===== src/rtl/mem_access_stage_if.sv =====
// Bundles for the memory stage: E-stage request side, data-memory handshake
// and writeback outputs.

interface mas_ex_if;
    logic        validIn;
    logic [31:0] aluResultIn;
    logic [31:0] storeDataIn;
    logic        memReadIn;
    logic        memWriteIn;
    logic [1:0]  sizeIn;
    logic        signedLoadIn;
    logic        regWriteIn;
    logic [4:0]  writeRegIn;
    logic        stallOut;

    modport master (
        output validIn, aluResultIn, storeDataIn, memReadIn, memWriteIn,
               sizeIn, signedLoadIn, regWriteIn, writeRegIn,
        input  stallOut
    );
    modport slave (
        input  validIn, aluResultIn, storeDataIn, memReadIn, memWriteIn,
               sizeIn, signedLoadIn, regWriteIn, writeRegIn,
        output stallOut
    );
endinterface

interface mas_dmem_if;
    logic        dmemReq;
    logic        dmemWe;
    logic [31:0] dmemAddr;
    logic [3:0]  dmemByteEn;
    logic [31:0] dmemWdata;
    logic        dmemAck;
    logic [31:0] dmemRdata;

    modport master (
        output dmemReq, dmemWe, dmemAddr, dmemByteEn, dmemWdata,
        input  dmemAck, dmemRdata
    );
    modport slave (
        input  dmemReq, dmemWe, dmemAddr, dmemByteEn, dmemWdata,
        output dmemAck, dmemRdata
    );
endinterface

interface mas_wb_if;
    logic        wbValid;
    logic        wbRegWrite;
    logic [4:0]  wbWriteReg;
    logic [31:0] wbData;
    logic        busErrOut;
    logic        misalignOut;

    modport master (
        output wbValid, wbRegWrite, wbWriteReg, wbData, busErrOut, misalignOut
    );
    modport slave (
        input  wbValid, wbRegWrite, wbWriteReg, wbData, busErrOut, misalignOut
    );
endinterface


===== src/rtl/mem_access_stage.sv =====
// Pipeline memory stage: req/ack data-memory access with lane steering, load
// extraction and timeout. Define MEM_MISALIGN_TRAP_EN to trap misaligned accesses.

module mem_access_stage #(
    parameter int unsigned MAX_WAIT = 255
) (
    input  logic        clk,
    input  logic        resetN,
    mas_ex_if.slave     ex,
    mas_dmem_if.master  dmem,
    mas_wb_if.master    wb
);

    localparam int unsigned CNT_W  = 8;
    localparam int unsigned DATA_W = 32;
    localparam int unsigned REG_W  = 5;

    typedef enum logic {
        S_IDLE = 1'b0,
        S_WAIT = 1'b1
    } state_t;

    state_t              r_state;
    logic [CNT_W-1:0]    r_cnt;
    logic                r_stall;
    logic                r_dmem_req;
    logic                r_dmem_we;
    logic [DATA_W-1:0]   r_dmem_addr;
    logic [3:0]          r_dmem_be;
    logic [DATA_W-1:0]   r_dmem_wdata;
    logic [1:0]          r_lo;
    logic [1:0]          r_size;
    logic                r_signed;
    logic                r_is_store;
    logic                r_reg_write;
    logic [REG_W-1:0]    r_write_reg;
    logic                r_wb_valid;
    logic                r_wb_reg_write;
    logic [REG_W-1:0]    r_wb_write_reg;
    logic [DATA_W-1:0]   r_wb_data;
    logic                r_bus_err;

    logic                w_is_mem;
    logic [1:0]          w_a;
    logic [3:0]          w_be;
    logic [DATA_W-1:0]   w_wdata;
    logic [7:0]          w_ld_byte;
    logic [15:0]         w_ld_half;
    logic [DATA_W-1:0]   w_ld_data;
    logic [CNT_W-1:0]    w_cnt_next;
    logic                w_timeout;

    assign w_is_mem   = ex.memReadIn | ex.memWriteIn;
    assign w_a        = ex.aluResultIn[1:0];
    assign w_cnt_next = r_cnt + CNT_W'(1);
    assign w_timeout  = (w_cnt_next == CNT_W'(MAX_WAIT));

`ifdef MEM_MISALIGN_TRAP_EN
    logic r_misalign;
    logic w_misalign;
    assign w_misalign = ((ex.sizeIn == 2'b01) && w_a[0]) ||
                        (ex.sizeIn[1] && (w_a != 2'b00));
`endif

    // Little-endian lane steering for the incoming access
    always_comb begin
        w_be    = 4'b1111;
        w_wdata = ex.storeDataIn;
        case (ex.sizeIn)
            2'b00: begin
                w_be    = 4'(4'b0001 << w_a);
                w_wdata = {4{ex.storeDataIn[7:0]}};
            end
            2'b01: begin
                w_be    = w_a[1] ? 4'b1100 : 4'b0011;
                w_wdata = {2{ex.storeDataIn[15:0]}};
            end
            default: begin
                w_be    = 4'b1111;
                w_wdata = ex.storeDataIn;
            end
        endcase
    end

    // Load data extraction from the latched lane and size
    always_comb begin
        w_ld_byte = 8'(dmem.dmemRdata >> {r_lo, 3'b000});
        w_ld_half = r_lo[1] ? dmem.dmemRdata[31:16] : dmem.dmemRdata[15:0];
        w_ld_data = dmem.dmemRdata;
        case (r_size)
            2'b00:   w_ld_data = r_signed ? {{24{w_ld_byte[7]}}, w_ld_byte}
                                          : {24'h000000, w_ld_byte};
            2'b01:   w_ld_data = r_signed ? {{16{w_ld_half[15]}}, w_ld_half}
                                          : {16'h0000, w_ld_half};
            default: w_ld_data = dmem.dmemRdata;
        endcase
    end

    always_ff @(posedge clk) begin
        if (!resetN) begin
            r_state        <= S_IDLE;
            r_cnt          <= '0;
            r_stall        <= 1'b0;
            r_dmem_req     <= 1'b0;
            r_dmem_we      <= 1'b0;
            r_dmem_addr    <= '0;
            r_dmem_be      <= '0;
            r_dmem_wdata   <= '0;
            r_lo           <= '0;
            r_size         <= '0;
            r_signed       <= 1'b0;
            r_is_store     <= 1'b0;
            r_reg_write    <= 1'b0;
            r_write_reg    <= '0;
            r_wb_valid     <= 1'b0;
            r_wb_reg_write <= 1'b0;
            r_wb_write_reg <= '0;
            r_wb_data      <= '0;
            r_bus_err      <= 1'b0;
`ifdef MEM_MISALIGN_TRAP_EN
            r_misalign     <= 1'b0;
`endif
        end else begin
            r_wb_valid <= 1'b0;
            r_bus_err  <= 1'b0;
`ifdef MEM_MISALIGN_TRAP_EN
            r_misalign <= 1'b0;
`endif
            case (r_state)
                S_IDLE: begin
                    if (ex.validIn) begin
                        if (!w_is_mem) begin
                            r_wb_valid     <= 1'b1;
                            r_wb_data      <= ex.aluResultIn;
                            r_wb_reg_write <= ex.regWriteIn;
                            r_wb_write_reg <= ex.writeRegIn;
                        end
`ifdef MEM_MISALIGN_TRAP_EN
                        else if (w_misalign) begin
                            r_wb_valid     <= 1'b1;
                            r_wb_reg_write <= 1'b0;
                            r_wb_write_reg <= ex.writeRegIn;
                            r_misalign     <= 1'b1;
                        end
`endif
                        else begin
                            r_state      <= S_WAIT;
                            r_cnt        <= '0;
                            r_stall      <= 1'b1;
                            r_dmem_req   <= 1'b1;
                            r_dmem_we    <= ex.memWriteIn;
                            r_dmem_addr  <= {ex.aluResultIn[31:2], 2'b00};
                            r_dmem_be    <= w_be;
                            r_dmem_wdata <= w_wdata;
                            r_lo         <= w_a;
                            r_size       <= ex.sizeIn;
                            r_signed     <= ex.signedLoadIn;
                            r_is_store   <= ex.memWriteIn;
                            r_reg_write  <= ex.regWriteIn;
                            r_write_reg  <= ex.writeRegIn;
                        end
                    end
                end
                S_WAIT: begin
                    // An ack on the final allowed cycle still completes normally
                    if (dmem.dmemAck) begin
                        r_state        <= S_IDLE;
                        r_stall        <= 1'b0;
                        r_dmem_req     <= 1'b0;
                        r_dmem_we      <= 1'b0;
                        r_dmem_be      <= '0;
                        r_wb_valid     <= 1'b1;
                        r_wb_write_reg <= r_write_reg;
                        r_wb_reg_write <= r_is_store ? 1'b0 : r_reg_write;
                        if (!r_is_store) begin
                            r_wb_data <= w_ld_data;
                        end
                    end else if (w_timeout) begin
                        r_state        <= S_IDLE;
                        r_cnt          <= w_cnt_next;
                        r_stall        <= 1'b0;
                        r_dmem_req     <= 1'b0;
                        r_dmem_we      <= 1'b0;
                        r_dmem_be      <= '0;
                        r_wb_valid     <= 1'b1;
                        r_wb_reg_write <= 1'b0;
                        r_wb_write_reg <= r_write_reg;
                        r_bus_err      <= 1'b1;
                    end else begin
                        r_cnt <= w_cnt_next;
                    end
                end
                default: r_state <= S_IDLE;
            endcase
        end
    end

    assign ex.stallOut       = r_stall;
    assign dmem.dmemReq      = r_dmem_req;
    assign dmem.dmemWe       = r_dmem_we;
    assign dmem.dmemAddr     = r_dmem_addr;
    assign dmem.dmemByteEn   = r_dmem_be;
    assign dmem.dmemWdata    = r_dmem_wdata;
    assign wb.wbValid        = r_wb_valid;
    assign wb.wbRegWrite     = r_wb_reg_write;
    assign wb.wbWriteReg     = r_wb_write_reg;
    assign wb.wbData         = r_wb_data;
    assign wb.busErrOut      = r_bus_err;
`ifdef MEM_MISALIGN_TRAP_EN
    assign wb.misalignOut    = r_misalign;
`else
    assign wb.misalignOut    = 1'b0;
`endif

endmodule


===== src/flat_wrapper.sv =====
// flat-port wrapper written by rule: the top's interface ports become plain ports
module mem_access_stage_flat 
#(
    parameter int unsigned MAX_WAIT = 255
)
  (clk, resetN, ex_validIn, ex_aluResultIn, ex_storeDataIn, ex_memReadIn, ex_memWriteIn, ex_sizeIn, ex_signedLoadIn, ex_regWriteIn, ex_writeRegIn, ex_stallOut, dmem_dmemReq, dmem_dmemWe, dmem_dmemAddr, dmem_dmemByteEn, dmem_dmemWdata, dmem_dmemAck, dmem_dmemRdata, wb_wbValid, wb_wbRegWrite, wb_wbWriteReg, wb_wbData, wb_busErrOut, wb_misalignOut);
  mas_ex_if ex_i ();
  mas_dmem_if dmem_i ();
  mas_wb_if wb_i ();
  input  logic clk;
  input  logic resetN;
  input wire logic [$bits(ex_i.validIn)-1:0] ex_validIn;
  input wire logic [$bits(ex_i.aluResultIn)-1:0] ex_aluResultIn;
  input wire logic [$bits(ex_i.storeDataIn)-1:0] ex_storeDataIn;
  input wire logic [$bits(ex_i.memReadIn)-1:0] ex_memReadIn;
  input wire logic [$bits(ex_i.memWriteIn)-1:0] ex_memWriteIn;
  input wire logic [$bits(ex_i.sizeIn)-1:0] ex_sizeIn;
  input wire logic [$bits(ex_i.signedLoadIn)-1:0] ex_signedLoadIn;
  input wire logic [$bits(ex_i.regWriteIn)-1:0] ex_regWriteIn;
  input wire logic [$bits(ex_i.writeRegIn)-1:0] ex_writeRegIn;
  output wire logic [$bits(ex_i.stallOut)-1:0] ex_stallOut;
  output wire logic [$bits(dmem_i.dmemReq)-1:0] dmem_dmemReq;
  output wire logic [$bits(dmem_i.dmemWe)-1:0] dmem_dmemWe;
  output wire logic [$bits(dmem_i.dmemAddr)-1:0] dmem_dmemAddr;
  output wire logic [$bits(dmem_i.dmemByteEn)-1:0] dmem_dmemByteEn;
  output wire logic [$bits(dmem_i.dmemWdata)-1:0] dmem_dmemWdata;
  input wire logic [$bits(dmem_i.dmemAck)-1:0] dmem_dmemAck;
  input wire logic [$bits(dmem_i.dmemRdata)-1:0] dmem_dmemRdata;
  output wire logic [$bits(wb_i.wbValid)-1:0] wb_wbValid;
  output wire logic [$bits(wb_i.wbRegWrite)-1:0] wb_wbRegWrite;
  output wire logic [$bits(wb_i.wbWriteReg)-1:0] wb_wbWriteReg;
  output wire logic [$bits(wb_i.wbData)-1:0] wb_wbData;
  output wire logic [$bits(wb_i.busErrOut)-1:0] wb_busErrOut;
  output wire logic [$bits(wb_i.misalignOut)-1:0] wb_misalignOut;
  assign ex_i.validIn = ex_validIn;
  assign ex_i.aluResultIn = ex_aluResultIn;
  assign ex_i.storeDataIn = ex_storeDataIn;
  assign ex_i.memReadIn = ex_memReadIn;
  assign ex_i.memWriteIn = ex_memWriteIn;
  assign ex_i.sizeIn = ex_sizeIn;
  assign ex_i.signedLoadIn = ex_signedLoadIn;
  assign ex_i.regWriteIn = ex_regWriteIn;
  assign ex_i.writeRegIn = ex_writeRegIn;
  assign ex_stallOut = ex_i.stallOut;
  assign dmem_dmemReq = dmem_i.dmemReq;
  assign dmem_dmemWe = dmem_i.dmemWe;
  assign dmem_dmemAddr = dmem_i.dmemAddr;
  assign dmem_dmemByteEn = dmem_i.dmemByteEn;
  assign dmem_dmemWdata = dmem_i.dmemWdata;
  assign dmem_i.dmemAck = dmem_dmemAck;
  assign dmem_i.dmemRdata = dmem_dmemRdata;
  assign wb_wbValid = wb_i.wbValid;
  assign wb_wbRegWrite = wb_i.wbRegWrite;
  assign wb_wbWriteReg = wb_i.wbWriteReg;
  assign wb_wbData = wb_i.wbData;
  assign wb_busErrOut = wb_i.busErrOut;
  assign wb_misalignOut = wb_i.misalignOut;
  mem_access_stage #(.MAX_WAIT(MAX_WAIT)) u_core (.clk(clk), .resetN(resetN), .ex(ex_i), .dmem(dmem_i), .wb(wb_i));
endmodule

===== config.mk =====
export PLATFORM = sky130hd
export DESIGN_NAME = mem_access_stage_flat
export DESIGN_NICKNAME = d
export VERILOG_FILES = /design/src/rtl/mem_access_stage_if.sv /design/src/rtl/mem_access_stage.sv /design/src/flat_wrapper.sv
export SDC_FILE = /design/constraint.sdc
export NUM_CORES = 1
export LEC_CHECK = 0
export CORE_AREA = 3 3 123 125
export DETAILED_ROUTE_END_ITERATION = 10
export DIE_AREA = 0 0 126 128
export HOLD_SLACK_MARGIN = 0.12
export PLACE_DENSITY_LB_ADDON = 0.08
export SETUP_SLACK_MARGIN = 0.1
export SYNTH_ARGS = -nofsm -noshare
export SYNTH_HDL_FRONTEND = slang
export SYNTH_SLANG_ARGS = --single-unit
export TNS_END_PERCENT = 5

===== constraint.sdc =====
create_clock -name clk -period 2.3 [get_ports clk]
set_input_delay 0.23 -clock clk [delete_from_list [all_inputs] [get_ports clk]]
set_output_delay 0.23 -clock clk [all_outputs]
set_load 0.01 [all_outputs]

==> results of run 1 <==
-- Yosys cell counts, drive strengths merged (2+ instances only) --
cell and instances:
o21ai 68, clkbuf 47, buf 22, o211ai 3, nor2 37, and3 6, nor4 2, dfxtp 129
nor2b 12, nand3b 7, o221ai 8, mux2 8, a221o 5, inv 15, mux2i 27, a22oi 19
ha 2, a21oi 96, nand2 185, o22ai 3, a311oi 10, a31oi 4, a221oi 23, nand3 4
o221a 7, nand2b 5, a211oi 8, o311a 2
-- cell families after synthesis --
family | Yosys count
simple gates | 266
compound gates | 264
flops | 129
buf+inv | 85
mux | 36
fa+ha+maj | 2
other cells | 1
xor+xnor | 1
-- layout make-up --
class,instances,area (sq um)
fill,1145,4620
inverter,16,61.3
clock buffer,18,429
timing repair buffer,250,2490
multi-input combinational,572,3350
sequential,129,2580
clock inverter,14,238
tap,180,225
-- what timing repair did --
item	in CTS	in global routing
setup endpoints to repair	0	15
hold endpoints to repair	0	0
gates resized for setup	0	3
-- metrics by stage --
step | hold slack, ns | utilization, % | area (sq um) | setup WS (ns) | power [mW]
after CTS | 0.377 | 66.9 | 9360 | 0.188 | 6.83
after floorplan | 0.366 | - | 6280 | 0.359 | 3.10
after global placement | 0.441 | 62.1 | 8690 | 0.172 | 3.74
final | 0.402 | 67.0 | 9370 | 0.310 | 6.79
after detailed placement | 0.446 | 62.1 | 8690 | 0.136 | 3.77
after global routing | 0.400 | 67.0 | 9370 | 0.123 | 7.06
-- final timing paths --
kind	start	end	slack (ns)
worst max-delay path	u_core.r_cnt[1]	u_core.wb.wbWriteReg[1]	0.31
worst min-delay path	ex_aluResultIn[28]	u_core.dmem.dmemAddr[28]	0.40
worst max register to register	u_core.r_cnt[1]	u_core.wb.wbWriteReg[1]	0.31
worst min register to register	u_core.dmem.dmemAddr[22]	u_core.dmem.dmemAddr[22]	0.45
-- power by group --
group	switching, mW	total (mW)	internal (mW)	leakage [nW]
Combinational	0.628	1.26	0.633	1.97
Clock	1.02	3.05	2.03	0.324
Sequential	0.0980	2.48	2.38	1.06
-- worst max-delay path, stage by stage, from the launching register on --
cell,delay (ns)
sky130_fd_sc_hd__dfxtp_1,0.48
sky130_fd_sc_hd__ha_4,0.22
sky130_fd_sc_hd__nand3_1,0.11
sky130_fd_sc_hd__nor3b_1,0.21
sky130_fd_sc_hd__nor3_1,0.08
sky130_fd_sc_hd__buf_4,0.15
sky130_fd_sc_hd__nor4_4,0.26
sky130_fd_sc_hd__buf_12,0.18
sky130_fd_sc_hd__mux2i_1,0.21
-- per-layer routing --
layer / GRT usage (%) / part of all wire, % / vias up
met5: 0 / 0 / -
met4: 12.2 / 3.5 / 0
met3: 7.63 / 8.8 / 54
met2: 43.3 / 47 / 349
met1: 31.9 / 41 / 3121
li1: - / - / 3198
==> implementation parameters, run 1 <==
Parameter                              Value

Die
  Die extent in y    128 microns
  Core ar.    14000 sq um
  Width of the chip    126 microns
  Count of pins on the block boundary    223
  Initial Util    44.8%
  Die Outline Area    16100 sq um
  Number of core rows    43

Run status
  Result of the run    finished, final reports clean

Min path
  Worst hold path class    in -> reg
  Cell count of the worst hold path    3

Route
  DR WL/cell    18.4 microns
  Vias per inst    5.70
  Vias after detailed routing    6722
  Detailed-routing iteration count for the pre-antenna-repair pass    6
  DRC violations left    0
  Post-detailed-routing wire length    21600 microns
  1st-iter DRT viols    774
  Routed Antenna Nets    0

CTS
  Skew-Pair Late Insertion Delay    0.42 ns
  Number of hold-repair buffers added at the cts stage    0
  Number of buffers on the longest clock path    2
  Maximum level of the CTS H-tree    4
  CTS buffer count    17
  TritonCTS clock tree    done
  Clock sinks    129
  CTS root buffer    sky130_fd_sc_hd__clkbuf_16
  Setup repair bufs after CTS    0
  Reg clk slew, reported paths    0.06 ns

Worst setup path
  CP Class    reg -> reg
  Arr. time, crit path    2.32 ns
  CP Launch Type    register
  Critical path required time    2.63 ns
  Sort of element at the end of the critical path    register
  Critical path peak fanout    9
  R2R depth    8

STA
  Final-report setup violation count    0
  Sum Neg Setup Slack    0 ns
  Tcrit/Tclk final    86.5%
  Max frequency    503 MHz
  Least-Margin Pin Slew    0.688 ns
  Worst clock skew    0.00615 ns
  Endpoints failing hold    0
  Minimum clock period after layout    1.99 ns
  Relative slew slack    54.1%
  Slew Viols, Final    0
  RSZ-0062 raised after global routing    no

Synth
  Netlist Area Pre-Place    6270 sq um
  Yosys warns    0
  Post-synth EDFFs    0
  Flip-flop cell with the highest count after synthesis    sky130_fd_sc_hd__dfxtp_1
  Share of the synthesized area in compound gates (AO/OA/AOI/OAI)    27.5%
  Mapped Cells    784
  Simple-Gate Fraction of Synth Area    18.4%
  Syn Area/Cell    8.00 sq um
  Sequential share of the synthesized area    41.2%
  Share of the synthesized area in the top cell type    41.2%
  Share of the synthesized netlist area taken by xor and xnor gates    0.140%
  Ranking of synthesized cells by area    sky130_fd_sc_hd__dfxtp_1, sky130_fd_sc_hd__nand2_1, sky130_fd_sc_hd__a21oi_1, sky130_fd_sc_hd__o21ai_0, sky130_fd_sc_hd__mux2i_1
  Distinct cells, synth    57
  Post-Synth Adder-Cell Area    0.399%
  Number of register bits inferred by synthesis    129
  Largest family of logic cells by synthesized area    compound AO/OA/AOI/OAI gates
  Multiplexer share of the synthesized area    6.10%
  Largest area contributor in the netlist    sky130_fd_sc_hd__dfxtp_1
  Share of flip-flops with an asynchronous set or reset after synthesis    0%

Final layout
  Layout Nets    1099
  Highest-count cells in the layout ignoring fill and taps    sky130_fd_sc_hd__clkdlybuf4s50_1, sky130_fd_sc_hd__nand2_1, sky130_fd_sc_hd__dfxtp_1
  Antenna diode instance count    0
  Share of cells above drive strength 1    9.61%
  Relative area change from synthesis to final layout    49.4%
  Final standard cell count with taps included and fillers excluded    1179
  Most common cell after layout, fill and taps aside    sky130_fd_sc_hd__clkdlybuf4s50_1

Global route
  Maximum number of pins on one net before global-route repair    67
  Number of antenna violations at the first check in global routing    0
  Aggregate global routing overflow    0
  Wire length of the first global-routing pass    34200 microns
  Vias in the first global route    6531
  Overall fraction of global-route tracks in use    26.3%

Run
  Reported max-cap violation count    0

Pwr
  Total leakage power    3.35 nW
  Largest voltage drop on the vdd net    0.501 mV
  Power Dens Cells    725 nW/um^2

Placement
  Buffers on Ports    219
  Placed insts    1147
  Final weighted congestion in routability-driven placement    0.864
  Half-perimeter wire length of the detailed placement result    15500 microns
No activity file was read; power rests on OpenSTA's default activity.
==> run 2, diff against run 1 <==
SKIP_CTS_REPAIR_TIMING = 1   (was not set)
==> results of run 2 <==
Final layout, timing and power as in run 1 (identical DEF).
